--- config.mk ---
export PLATFORM = sky130hd
export DESIGN_NAME = branch_issue_queue_flat
export DESIGN_NICKNAME = d
export VERILOG_FILES = /design/src/rtl/branch_issue_queue_if.sv /design/src/rtl/branch_issue_queue.sv /design/src/flat_wrapper.sv
export SDC_FILE = /design/constraint.sdc
export NUM_CORES = 1
export LEC_CHECK = 0
export CORE_UTILIZATION = 25
export CTS_BUF_LIST = sky130_fd_sc_hd__clkbuf_16
export DETAILED_ROUTE_END_ITERATION = 16
export GPL_ROUTABILITY_DRIVEN = 0
export PLACE_DENSITY = 0.51
export SETUP_SLACK_MARGIN = 0.3
export SYNTH_ARGS = -nofsm -noshare
export SYNTH_HDL_FRONTEND = slang
export SYNTH_SLANG_ARGS = --single-unit
--- constraint.sdc ---
create_clock -name clk_i -period 2.4 [get_ports clk_i]
set_clock_uncertainty 0.1 [all_clocks]
set_input_delay 0.36 -clock clk_i [delete_from_list [all_inputs] [get_ports clk_i]]
set_output_delay 0.36 -clock clk_i [all_outputs]
set_load 0.05 [all_outputs]
--- src/rtl/branch_issue_queue_if.sv ---
// Dispatch, CDB snoop, flush and issue-stage signals of the branch issue queue.
// The master side drives dispatch/CDB/flush; the slave side is the queue itself.
interface branch_issue_queue_if #(
  parameter int ENTRIES      = 4,
  parameter int WORD_SIZE_P  = 16,
  parameter int WIDTH_OP     = 4,
  parameter int ROB_ENTRY    = 16,
  parameter int NUM_PHYS_REG = 32
);
  localparam int ROB_W  = $clog2(ROB_ENTRY);
  localparam int PREG_W = $clog2(NUM_PHYS_REG);
  localparam int CNT_W  = $clog2(ENTRIES) + 1;

  logic                   disp_v_i;
  logic                   disp_ready_o;
  logic [WIDTH_OP-1:0]    disp_opcode_i;
  logic [WORD_SIZE_P-1:0] disp_pc_i;
  logic [PREG_W-1:0]      disp_src1_tag_i;
  logic [PREG_W-1:0]      disp_src2_tag_i;
  logic                   disp_src1_rdy_i;
  logic                   disp_src2_rdy_i;
  logic [WORD_SIZE_P-1:0] disp_src1_val_i;
  logic [WORD_SIZE_P-1:0] disp_src2_val_i;
  logic [ROB_W-1:0]       disp_rob_dest_i;
  logic [PREG_W-1:0]      disp_reg_dest_i;
  logic                   cdb_v_i;
  logic [PREG_W-1:0]      cdb_dest_i;
  logic [WORD_SIZE_P-1:0] cdb_result_i;
  logic                   flush_i;
  logic                   exe_v_o;
  logic [WIDTH_OP-1:0]    opcode_o;
  logic [WORD_SIZE_P-1:0] pc_o;
  logic [WORD_SIZE_P-1:0] operand1_o;
  logic [WORD_SIZE_P-1:0] operand2_o;
  logic [ROB_W-1:0]       rob_dest_o;
  logic [PREG_W-1:0]      reg_dest_o;
  logic [CNT_W-1:0]       count_o;

  modport master (
    output disp_v_i, disp_opcode_i, disp_pc_i, disp_src1_tag_i, disp_src2_tag_i,
           disp_src1_rdy_i, disp_src2_rdy_i, disp_src1_val_i, disp_src2_val_i,
           disp_rob_dest_i, disp_reg_dest_i, cdb_v_i, cdb_dest_i, cdb_result_i, flush_i,
    input  disp_ready_o, exe_v_o, opcode_o, pc_o, operand1_o, operand2_o,
           rob_dest_o, reg_dest_o, count_o
  );

  modport slave (
    input  disp_v_i, disp_opcode_i, disp_pc_i, disp_src1_tag_i, disp_src2_tag_i,
           disp_src1_rdy_i, disp_src2_rdy_i, disp_src1_val_i, disp_src2_val_i,
           disp_rob_dest_i, disp_reg_dest_i, cdb_v_i, cdb_dest_i, cdb_result_i, flush_i,
    output disp_ready_o, exe_v_o, opcode_o, pc_o, operand1_o, operand2_o,
           rob_dest_o, reg_dest_o, count_o
  );
endinterface

--- src/rtl/branch_issue_queue.sv ---
// In-order issue queue for the branch unit: holds ops until both operands are
// valid (CDB snooping), issues the head through a registered stage, flushes on redirect.
module branch_issue_queue #(
  parameter int ENTRIES      = 4,
  parameter int WORD_SIZE_P  = 16,
  parameter int WIDTH_OP     = 4,
  parameter int ROB_ENTRY    = 16,
  parameter int NUM_PHYS_REG = 32
) (
  input  logic                clk_i,
  input  logic                reset_n_i,
  branch_issue_queue_if.slave bus
);
  localparam int PTR_W  = $clog2(ENTRIES);
  localparam int CNT_W  = PTR_W + 1;
  localparam int ROB_W  = $clog2(ROB_ENTRY);
  localparam int PREG_W = $clog2(NUM_PHYS_REG);

  typedef struct packed {
    logic                   valid;
    logic [WIDTH_OP-1:0]    opcode;
    logic [WORD_SIZE_P-1:0] pc;
    logic [PREG_W-1:0]      src1_tag;
    logic                   src1_rdy;
    logic [WORD_SIZE_P-1:0] src1_val;
    logic [PREG_W-1:0]      src2_tag;
    logic                   src2_rdy;
    logic [WORD_SIZE_P-1:0] src2_val;
    logic [ROB_W-1:0]       rob_dest;
    logic [PREG_W-1:0]      reg_dest;
  } entry_t;

  entry_t             q [ENTRIES];
  logic [PTR_W-1:0]   head, tail;
  logic [CNT_W-1:0]   count;

  logic                   exe_v;
  logic [WIDTH_OP-1:0]    iss_opcode;
  logic [WORD_SIZE_P-1:0] iss_pc, iss_op1, iss_op2;
  logic [ROB_W-1:0]       iss_rob;
  logic [PREG_W-1:0]      iss_reg;

  entry_t head_e, new_e;
  logic   disp_ready, do_disp, do_issue, wake1, wake2;

  assign disp_ready = (count != CNT_W'(ENTRIES));
  assign do_disp    = bus.disp_v_i && disp_ready && !bus.flush_i;
  assign head_e     = q[head];
  // Readiness uses stored bits only; a CDB hit this cycle lets the head issue next cycle.
  assign do_issue   = head_e.valid && head_e.src1_rdy && head_e.src2_rdy && !bus.flush_i;
  assign wake1      = bus.cdb_v_i && (bus.cdb_dest_i == bus.disp_src1_tag_i);
  assign wake2      = bus.cdb_v_i && (bus.cdb_dest_i == bus.disp_src2_tag_i);

  // NOTE: every field of new_e is assigned before use, so no latch can be inferred.
  always_comb begin
    new_e          = '0;
    new_e.valid    = 1'b1;
    new_e.opcode   = bus.disp_opcode_i;
    new_e.pc       = bus.disp_pc_i;
    new_e.src1_tag = bus.disp_src1_tag_i;
    new_e.src2_tag = bus.disp_src2_tag_i;
    new_e.src1_rdy = bus.disp_src1_rdy_i || wake1;
    new_e.src2_rdy = bus.disp_src2_rdy_i || wake2;
    new_e.src1_val = bus.disp_src1_rdy_i ? bus.disp_src1_val_i : bus.cdb_result_i;
    new_e.src2_val = bus.disp_src2_rdy_i ? bus.disp_src2_val_i : bus.cdb_result_i;
    new_e.rob_dest = bus.disp_rob_dest_i;
    new_e.reg_dest = bus.disp_reg_dest_i;
  end

  always_ff @(posedge clk_i or negedge reset_n_i) begin
    if (!reset_n_i) begin
      // NOTE: whole entries are cleared on reset so no X ever reaches the issue registers.
      for (int i = 0; i < ENTRIES; i++) q[i] <= '0;
      head       <= '0;
      tail       <= '0;
      count      <= '0;
      exe_v      <= 1'b0;
      iss_opcode <= '0;
      iss_pc     <= '0;
      iss_op1    <= '0;
      iss_op2    <= '0;
      iss_rob    <= '0;
      iss_reg    <= '0;
    end else if (bus.flush_i) begin
      for (int i = 0; i < ENTRIES; i++) begin
        q[i].valid    <= 1'b0;
        q[i].src1_rdy <= 1'b0;
        q[i].src2_rdy <= 1'b0;
      end
      head  <= '0;
      tail  <= '0;
      count <= '0;
      exe_v <= 1'b0;
    end else begin
      for (int i = 0; i < ENTRIES; i++) begin
        if (q[i].valid && !q[i].src1_rdy && bus.cdb_v_i && q[i].src1_tag == bus.cdb_dest_i) begin
          q[i].src1_rdy <= 1'b1;
          q[i].src1_val <= bus.cdb_result_i;
        end
        if (q[i].valid && !q[i].src2_rdy && bus.cdb_v_i && q[i].src2_tag == bus.cdb_dest_i) begin
          q[i].src2_rdy <= 1'b1;
          q[i].src2_val <= bus.cdb_result_i;
        end
      end

      exe_v <= do_issue;
      if (do_issue) begin
        q[head].valid <= 1'b0;
        head          <= head + 1'b1;
        iss_opcode    <= head_e.opcode;
        iss_pc        <= head_e.pc;
        iss_op1       <= head_e.src1_val;
        iss_op2       <= head_e.src2_val;
        iss_rob       <= head_e.rob_dest;
        iss_reg       <= head_e.reg_dest;
      end

      if (do_disp) begin
        q[tail] <= new_e;
        tail    <= tail + 1'b1;
      end

      case ({do_disp, do_issue})
        2'b10:   count <= count + 1'b1;
        2'b01:   count <= count - 1'b1;
        default: count <= count;
      endcase
    end
  end

  assign bus.disp_ready_o = disp_ready;
  assign bus.exe_v_o      = exe_v;
  assign bus.opcode_o     = iss_opcode;
  assign bus.pc_o         = iss_pc;
  assign bus.operand1_o   = iss_op1;
  assign bus.operand2_o   = iss_op2;
  assign bus.rob_dest_o   = iss_rob;
  assign bus.reg_dest_o   = iss_reg;
  assign bus.count_o      = count;
endmodule

--- src/flat_wrapper.sv ---
// flat-port wrapper written by rule: the top's interface ports become plain ports
module branch_issue_queue_flat 
#(
  parameter int ENTRIES      = 4,
  parameter int WORD_SIZE_P  = 16,
  parameter int WIDTH_OP     = 4,
  parameter int ROB_ENTRY    = 16,
  parameter int NUM_PHYS_REG = 32
)
  (clk_i, reset_n_i, bus_disp_v_i, bus_disp_opcode_i, bus_disp_pc_i, bus_disp_src1_tag_i, bus_disp_src2_tag_i, bus_disp_src1_rdy_i, bus_disp_src2_rdy_i, bus_disp_src1_val_i, bus_disp_src2_val_i, bus_disp_rob_dest_i, bus_disp_reg_dest_i, bus_cdb_v_i, bus_cdb_dest_i, bus_cdb_result_i, bus_flush_i, bus_disp_ready_o, bus_exe_v_o, bus_opcode_o, bus_pc_o, bus_operand1_o, bus_operand2_o, bus_rob_dest_o, bus_reg_dest_o, bus_count_o);
  branch_issue_queue_if #(.ENTRIES(ENTRIES), .WORD_SIZE_P(WORD_SIZE_P), .WIDTH_OP(WIDTH_OP), .ROB_ENTRY(ROB_ENTRY), .NUM_PHYS_REG(NUM_PHYS_REG)) bus_i ();
  input  logic clk_i;
  input  logic reset_n_i;
  input wire logic [$bits(bus_i.disp_v_i)-1:0] bus_disp_v_i;
  input wire logic [$bits(bus_i.disp_opcode_i)-1:0] bus_disp_opcode_i;
  input wire logic [$bits(bus_i.disp_pc_i)-1:0] bus_disp_pc_i;
  input wire logic [$bits(bus_i.disp_src1_tag_i)-1:0] bus_disp_src1_tag_i;
  input wire logic [$bits(bus_i.disp_src2_tag_i)-1:0] bus_disp_src2_tag_i;
  input wire logic [$bits(bus_i.disp_src1_rdy_i)-1:0] bus_disp_src1_rdy_i;
  input wire logic [$bits(bus_i.disp_src2_rdy_i)-1:0] bus_disp_src2_rdy_i;
  input wire logic [$bits(bus_i.disp_src1_val_i)-1:0] bus_disp_src1_val_i;
  input wire logic [$bits(bus_i.disp_src2_val_i)-1:0] bus_disp_src2_val_i;
  input wire logic [$bits(bus_i.disp_rob_dest_i)-1:0] bus_disp_rob_dest_i;
  input wire logic [$bits(bus_i.disp_reg_dest_i)-1:0] bus_disp_reg_dest_i;
  input wire logic [$bits(bus_i.cdb_v_i)-1:0] bus_cdb_v_i;
  input wire logic [$bits(bus_i.cdb_dest_i)-1:0] bus_cdb_dest_i;
  input wire logic [$bits(bus_i.cdb_result_i)-1:0] bus_cdb_result_i;
  input wire logic [$bits(bus_i.flush_i)-1:0] bus_flush_i;
  output wire logic [$bits(bus_i.disp_ready_o)-1:0] bus_disp_ready_o;
  output wire logic [$bits(bus_i.exe_v_o)-1:0] bus_exe_v_o;
  output wire logic [$bits(bus_i.opcode_o)-1:0] bus_opcode_o;
  output wire logic [$bits(bus_i.pc_o)-1:0] bus_pc_o;
  output wire logic [$bits(bus_i.operand1_o)-1:0] bus_operand1_o;
  output wire logic [$bits(bus_i.operand2_o)-1:0] bus_operand2_o;
  output wire logic [$bits(bus_i.rob_dest_o)-1:0] bus_rob_dest_o;
  output wire logic [$bits(bus_i.reg_dest_o)-1:0] bus_reg_dest_o;
  output wire logic [$bits(bus_i.count_o)-1:0] bus_count_o;
  assign bus_i.disp_v_i = bus_disp_v_i;
  assign bus_i.disp_opcode_i = bus_disp_opcode_i;
  assign bus_i.disp_pc_i = bus_disp_pc_i;
  assign bus_i.disp_src1_tag_i = bus_disp_src1_tag_i;
  assign bus_i.disp_src2_tag_i = bus_disp_src2_tag_i;
  assign bus_i.disp_src1_rdy_i = bus_disp_src1_rdy_i;
  assign bus_i.disp_src2_rdy_i = bus_disp_src2_rdy_i;
  assign bus_i.disp_src1_val_i = bus_disp_src1_val_i;
  assign bus_i.disp_src2_val_i = bus_disp_src2_val_i;
  assign bus_i.disp_rob_dest_i = bus_disp_rob_dest_i;
  assign bus_i.disp_reg_dest_i = bus_disp_reg_dest_i;
  assign bus_i.cdb_v_i = bus_cdb_v_i;
  assign bus_i.cdb_dest_i = bus_cdb_dest_i;
  assign bus_i.cdb_result_i = bus_cdb_result_i;
  assign bus_i.flush_i = bus_flush_i;
  assign bus_disp_ready_o = bus_i.disp_ready_o;
  assign bus_exe_v_o = bus_i.exe_v_o;
  assign bus_opcode_o = bus_i.opcode_o;
  assign bus_pc_o = bus_i.pc_o;
  assign bus_operand1_o = bus_i.operand1_o;
  assign bus_operand2_o = bus_i.operand2_o;
  assign bus_rob_dest_o = bus_i.rob_dest_o;
  assign bus_reg_dest_o = bus_i.reg_dest_o;
  assign bus_count_o = bus_i.count_o;
  branch_issue_queue #(.ENTRIES(ENTRIES), .WORD_SIZE_P(WORD_SIZE_P), .WIDTH_OP(WIDTH_OP), .ROB_ENTRY(ROB_ENTRY), .NUM_PHYS_REG(NUM_PHYS_REG)) u_core (.clk_i(clk_i), .reset_n_i(reset_n_i), .bus(bus_i));
endmodule
### After elaboration in Yosys (flattened, before gate mapping)

Index checks and enable logic that the tools add are counted.

| operators by class | value |
|---|---|
| add/subtract/negate cells | 4 |
| $mul | 0 |
| div/mod/pow operators | 0 |
| $lt $le $gt $ge | 4 |
| equality and inequality tests | 13 |
| shift-type cells | 0 |
| multiplexer cells | 49 |
| bitwise logic cells | 3 |
| reductions and logical operators | 48 |

Operators with widths:

| kind | count |
|---|---|
| $mux 296 | 3 |
| $bwmux 296 | 2 |
| $demux 74 s2 | 2 |
| $mux 74 | 4 |
| $mux 17 | 16 |
| $bmux 74 s2 | 1 |
| $eq 5x5->1 | 10 |
| $logic_and 1x1->1 | 33 |
| $mux 16 | 2 |
| $mux 1 | 13 |
| $logic_not 1->1 | 9 |
| $mux 2 | 4 |
| $ge 3x3->1 const B | 2 |
| $lt 3x1->1 const B | 2 |
| $not 2->3 | 2 |
| $pmux 3 s2 | 1 |
| $add 2x1->2 const B | 2 |
| $reduce_bool 2->1 | 2 |
| $add 3x1->3 const B | 1 |
| $mux 3 | 1 |
| $ne 3x3->1 const B | 1 |
| $reduce_bool 3->1 | 1 |
| $sub 3x1->3 const B | 1 |
| $eq 2x1->1 const B | 1 |
| 4 further kinds | 5 |

| storage, ports and cells | value |
|---|---|
| register bits | 365 |
| bits in latches | 0 |
| bits in writable memories | 0 |
| bits in read-only memories | 0 |
| input port bits | 99 |
| output and inout bits | 66 |
| logic and storage cells | 175 |
| memories | 0 |

### Depth between registers and ports, before layout

| depth | value |
|---|---|
| depth in word-level cells | 12 |
| depth in mapped cells | 12 |
| mapped depth without buffers | 9 |

### Worst setup path before layout

Ideal clock, no wire load.

| timing path | value |
|---|---|
| path kind | reg-to-reg |
| from | reg u_core.count[2], in the netlist u_core.bus.count_o[2] |
| to | reg u_core.q[162] (netlist bit) |
| setup time | 123 ps |
| arrival time | 2481 ps |
| data required time | 2177 ps |
| path slack | -304 ps |
| cell stages (with the launch flop) | 11 |
| path buffers | 5 |
| clock period less this slack | 2704 ps |
| cells stage by stage | dfrtp_1 or3b_1 buf_2 and3b_1 buf_6 and2_4 buf_6 o21ba_1 buf_6 buf_6 o221a_1 |

| between the ends | value |
|---|---|
| cells in the longest elaborated chain, start to end | 4 |

RTL lines:

| item | line | RTL |
|---|---|---|
| from (decl) | branch_issue_queue.sv:35 | `logic [CNT_W-1:0] count;` |
| from (signal assigned) | branch_issue_queue.sv:124 | `2'b10: count <= count + 1'b1;` |
| from (signal assigned) | branch_issue_queue.sv:125 | `2'b01: count <= count - 1'b1;` |
| from (signal assigned) | branch_issue_queue.sv:126 | `default: count <= count;` |
| $ne 3x3->1 | branch_issue_queue.sv:46 | `assign disp_ready = (count != CNT_W'(ENTRIES));` |
| via bus_disp_ready_o | flat_wrapper.sv:29 | `output wire logic [$bits(bus_i.disp_ready_o)-1:0] bus_disp_ready_o;` |
| $logic_and 1x1->1 (2 in series) | branch_issue_queue.sv:47 | `assign do_disp = bus.disp_v_i && disp_ready && !bus.flush_i;` |
| $mux 296 | branch_issue_queue.sv:118 | `if (do_disp) begin` |
| to (signal, indexed assignment) | branch_issue_queue.sv:119 | `q[tail] <= new_e;` |
| to (decl) | branch_issue_queue.sv:33 | `entry_t q [ENTRIES];` |

The timed path passes the listed nets, and every way through them passes these cells.
A chain may end at the register's enable or synchronous reset.

### Worst setup path in the final report

| timing path | value |
|---|---|
| from | reg u_core.count[2], in the netlist u_core.bus.count_o[2] |
| to | reg u_core.q[253] (netlist bit) |

| between the ends | value |
|---|---|
| cells in the longest elaborated chain, start to end | 4 |

RTL lines:

| item | line |
|---|---|
| $ne 3x3->1 | branch_issue_queue.sv:46 |
| $logic_and 1x1->1 (2 in series) | branch_issue_queue.sv:47 |
| $mux 296 | branch_issue_queue.sv:118 |

No other way between the ends.

==> impl_metrics.py <==
metrics = {
    "detailed_routing": {
        "dr_total_vias": 14200,
        "routedWlPerCell_um": 23.0,
        "drc": 0,
        "vias_per_cell": 5.07,
        "drt_iter0_drc": 1551,
        "wl_um": 64400,
        "drt_first_pass_iters": 10,
        "ant_nets": 0,
    },
    "sta": {
        "min_period_ps": 2290,
        "fin_crit_sh_pct": 95.2,
        "setup_viol": 0,
        "finalSetupTns_ps": 0,
        "final-hold-violation-count": 0,
        "relSlewSlack_pct": 40.7,
        "fmax_mhz": 437,
        "rsz0062_at_grt": "yes",
        "tightest_slew_ps": 884,
        "final_max_slew_viol_count": 0,
        "holdWs_ps": 83.2,
    },
    "power": {
        "cellLeakagePower_nw": 11.4,
        "vdd_drop_max_mv": 0.483,
        "p_per_area_mw_per_mm2": 841,
        "fin_total_pwr_w": 0.0206,
    },
    "synth": {
        "syn-mean-instance-area_um2": 10.8,
        "netlist_instances": 1591,
        "async_reset_ff_share_pct": 100,
        "synth_area_mm2": 0.0172,
        "synth_top_area_cell": "dfrtp_1",
        "syn_nets": 1699,
        "synth-seq-area-share_pct": 53.2,
        "ys_types": 44,
        "yosys_warnings": 0,
        "synth_ff_type": "dfrtp_1",
        "ys_top_cells_by_area": "dfrtp_1 (53%), nand2_1 (12%), mux4_2 (8.0%), a222oi_1 (4.7%), mux2_2 (4.0%)",
        "ys_seq_elements": 365,
        "synth_top_area_share_pct": 53.2,
        "synth-edff-count": 0,
    },
    "worst_setup_path": {
        "rr_endpoint": "u_core.q[253]",
        "crit_path_start_kind": "flip-flop",
        "cp-end-kind": "flip-flop",
        "r2r_setup_slack_ps": 110,
        "r2r-start": "u_core.bus.count_o[2]",
        "worstPathMaxFanout": 7,
        "cp_data_required_time_ps": 2760,
        "critical_path_class": "flip-flop to flip-flop",
        "ff2ff_path_depth": 10,
        "cp.arrival_ps": 2640,
    },
    "die": {
        "fp.dieArea_mm2": 0.0697,
        "rows": 95,
        "dieHeight_um": 264,
        "start_util_pct": 25.4,
        "die_w_um": 264,
        "core_area_mm2": 0.0675,
        "io_pins": 165,
    },
    "hold_path": {
        "hold-path-endpoint": "u_core.tail[0]",
        "min-delay-start": "bus_flush_i",
        "hold_depth": 3,
        "worstHoldPathType": "input pin to flip-flop",
    },
    "final_layout": {
        "final_util_pct": 36.3,
        "area_growth_pct": 42.6,
        "nNetsFinal": 2004,
        "drive_gt1_share_pct": 27.4,
    },
    "clock_network": {
        "path_clk_slew_ps": 60,
        "h-tree-depth": 2,
        "cts_buffer_depth": 3,
        "clk_latency_ps": 590,
        "cts_buffers": 43,
        "cts_root_buf": "clkbuf_16",
        "cts_tree": "yes",
        "numClockSinks": 365,
    },
    "run_status": {
        "status": "complete, no violations",
    },
    "global_routing": {
        "overflow": 0,
        "grt_pass1_wl_um": 91700,
        "grt_max_degree": 87,
        "grt_antenna_before_repair": 8,
        "grt_pass1_vias": 14500,
        "gr-usage-all-layers_pct": 17.2,
    },
    "place": {
        "port_buffers": 164,
        "dp_hpwl_um": 36600,
    },
    "job": {
        "drv_cap": 0,
    },
}
-- stage by stage --
stage	std cells	instance area (µm²)	worst slack, ps
after floorplan	1591	17500	-122
after global placement	2630	20700	-461
after detailed placement	2630	20700	-544
after CTS	2761	23300	83.0
after global routing	2803	24500	23.8
final	2803	24500	114
-- cell type report --
cell class,instances,area (µm²)
clock buffer,43,1080
inverter,84,315
timing repair buffer,375,4670
clock inverter,34,253
tap,873,1090
sequential,365,9150
fill,6636,43000
multi-input combinational,1027,7930
antenna,2,5.00
-- synth_stat cells (all sizes together), types with 2 or more instances --
master,n
a211oi,35
a21o,5
a21oi,2
a221oi,5
a222oi,80
a31oi,2
a32oi,2
and2,5
buf,52
clkbuf,63
dfrtp,365
ha,8
inv,84
mux2,61
mux2i,2
mux4,61
nand2,538
nand3b,4
nand4,9
nand4b,2
nor2,32
nor2b,33
nor3,3
nor4,5
o21ba,3
o221a,48
or2,16
or4,5
xnor2,38
xor2,17
-- power by group --
group	internal [W]	total [W]	switching, W
registers	0.00787	0.00891	0.00104
logic	0.00258	0.00534	0.00277
clock network	0.00359	0.00633	0.00274
-- flip-flops by register name, summed over array words and instances, names as in the netlist --
| signal | count |
|---|---|
| u_core.q | 296 |
| u_core.bus.operand1_o | 16 |
| u_core.bus.operand2_o | 16 |
| u_core.bus.pc_o | 16 |
| u_core.bus.reg_dest_o | 5 |
| u_core.bus.opcode_o | 4 |
| u_core.bus.rob_dest_o | 4 |
| u_core.bus.count_o | 3 |
| u_core.head | 2 |
| u_core.tail | 2 |
| u_core.bus.exe_v_o | 1 |
-- worst max path at each step --
stage,start,end,cells after the start
floorplan,u_core.bus.count_o[0],u_core.q[162],10
detailed placement,bus_cdb_dest_i[4],u_core.q[180],9
CTS,u_core.head[0],u_core.bus.count_o[1],7
global placement,bus_cdb_dest_i[4],u_core.q[185],9
global route,u_core.head[0],u_core.bus.count_o[2],9
finish,u_core.bus.count_o[2],u_core.q[253],10
-- worst max-delay path, stage by stage, from the launching register on --
cell	delay [ps]
dfrtp_2	390
or3b_4	230
and3b_2	220
buf_6	120
buf_6	100
buf_6	110
nand2_8	60
buf_12	160
a21o_4	230
clkbuf_16	170
a222oi_1	270
-- cells in the final DEF, fill, tap and decap left out, drive strengths merged, types with 61 or more instances in the layout --
master and n:
mux4 61, inv 94, dlygate4sd2 69, buf 194
clkbuf 61, clkdlybuf4s50 92, a222oi 80, dfrtp 365
nand2 538, mux2 61
-- timing repair --
item / in CTS / in global routing
gates resized for setup: 181 / 139
endpoints found under the setup margin: 296 / 310
endpoints found under the hold margin: 44 / 0
gates cloned: 15 / 23
setup buffers: 37 / 17
hold buffers: 2 / 0
pin swaps: 47 / 74
-- kinds of logic after synthesis --
kind of cell	after synthesis	synth area share (%)
AO/OA/AOI/OAI	183	10.3
XOR/XNOR	55	2.80
adder cells (fa/ha/maj)	9	0.699
buffers and inverters	199	5.08
flip-flops	365	53.2
multiplexers	124	12.1
AND/OR/NAND/NOR	656	15.8
-- per-layer routing --
| layer | track usage (%) | part of all wire [%] | up-vias |
|---|---|---|---|
| met1 | 22.7 | 42 | 7302 |
| met5 | 0 | 0.11 | - |
| li1 | - | - | 6184 |
| met3 | 3.88 | 7.6 | 100 |
| met4 | 5.31 | 2.4 | 10 |
| met2 | 28.1 | 48 | 617 |
(Power assumes the default switching activity.)
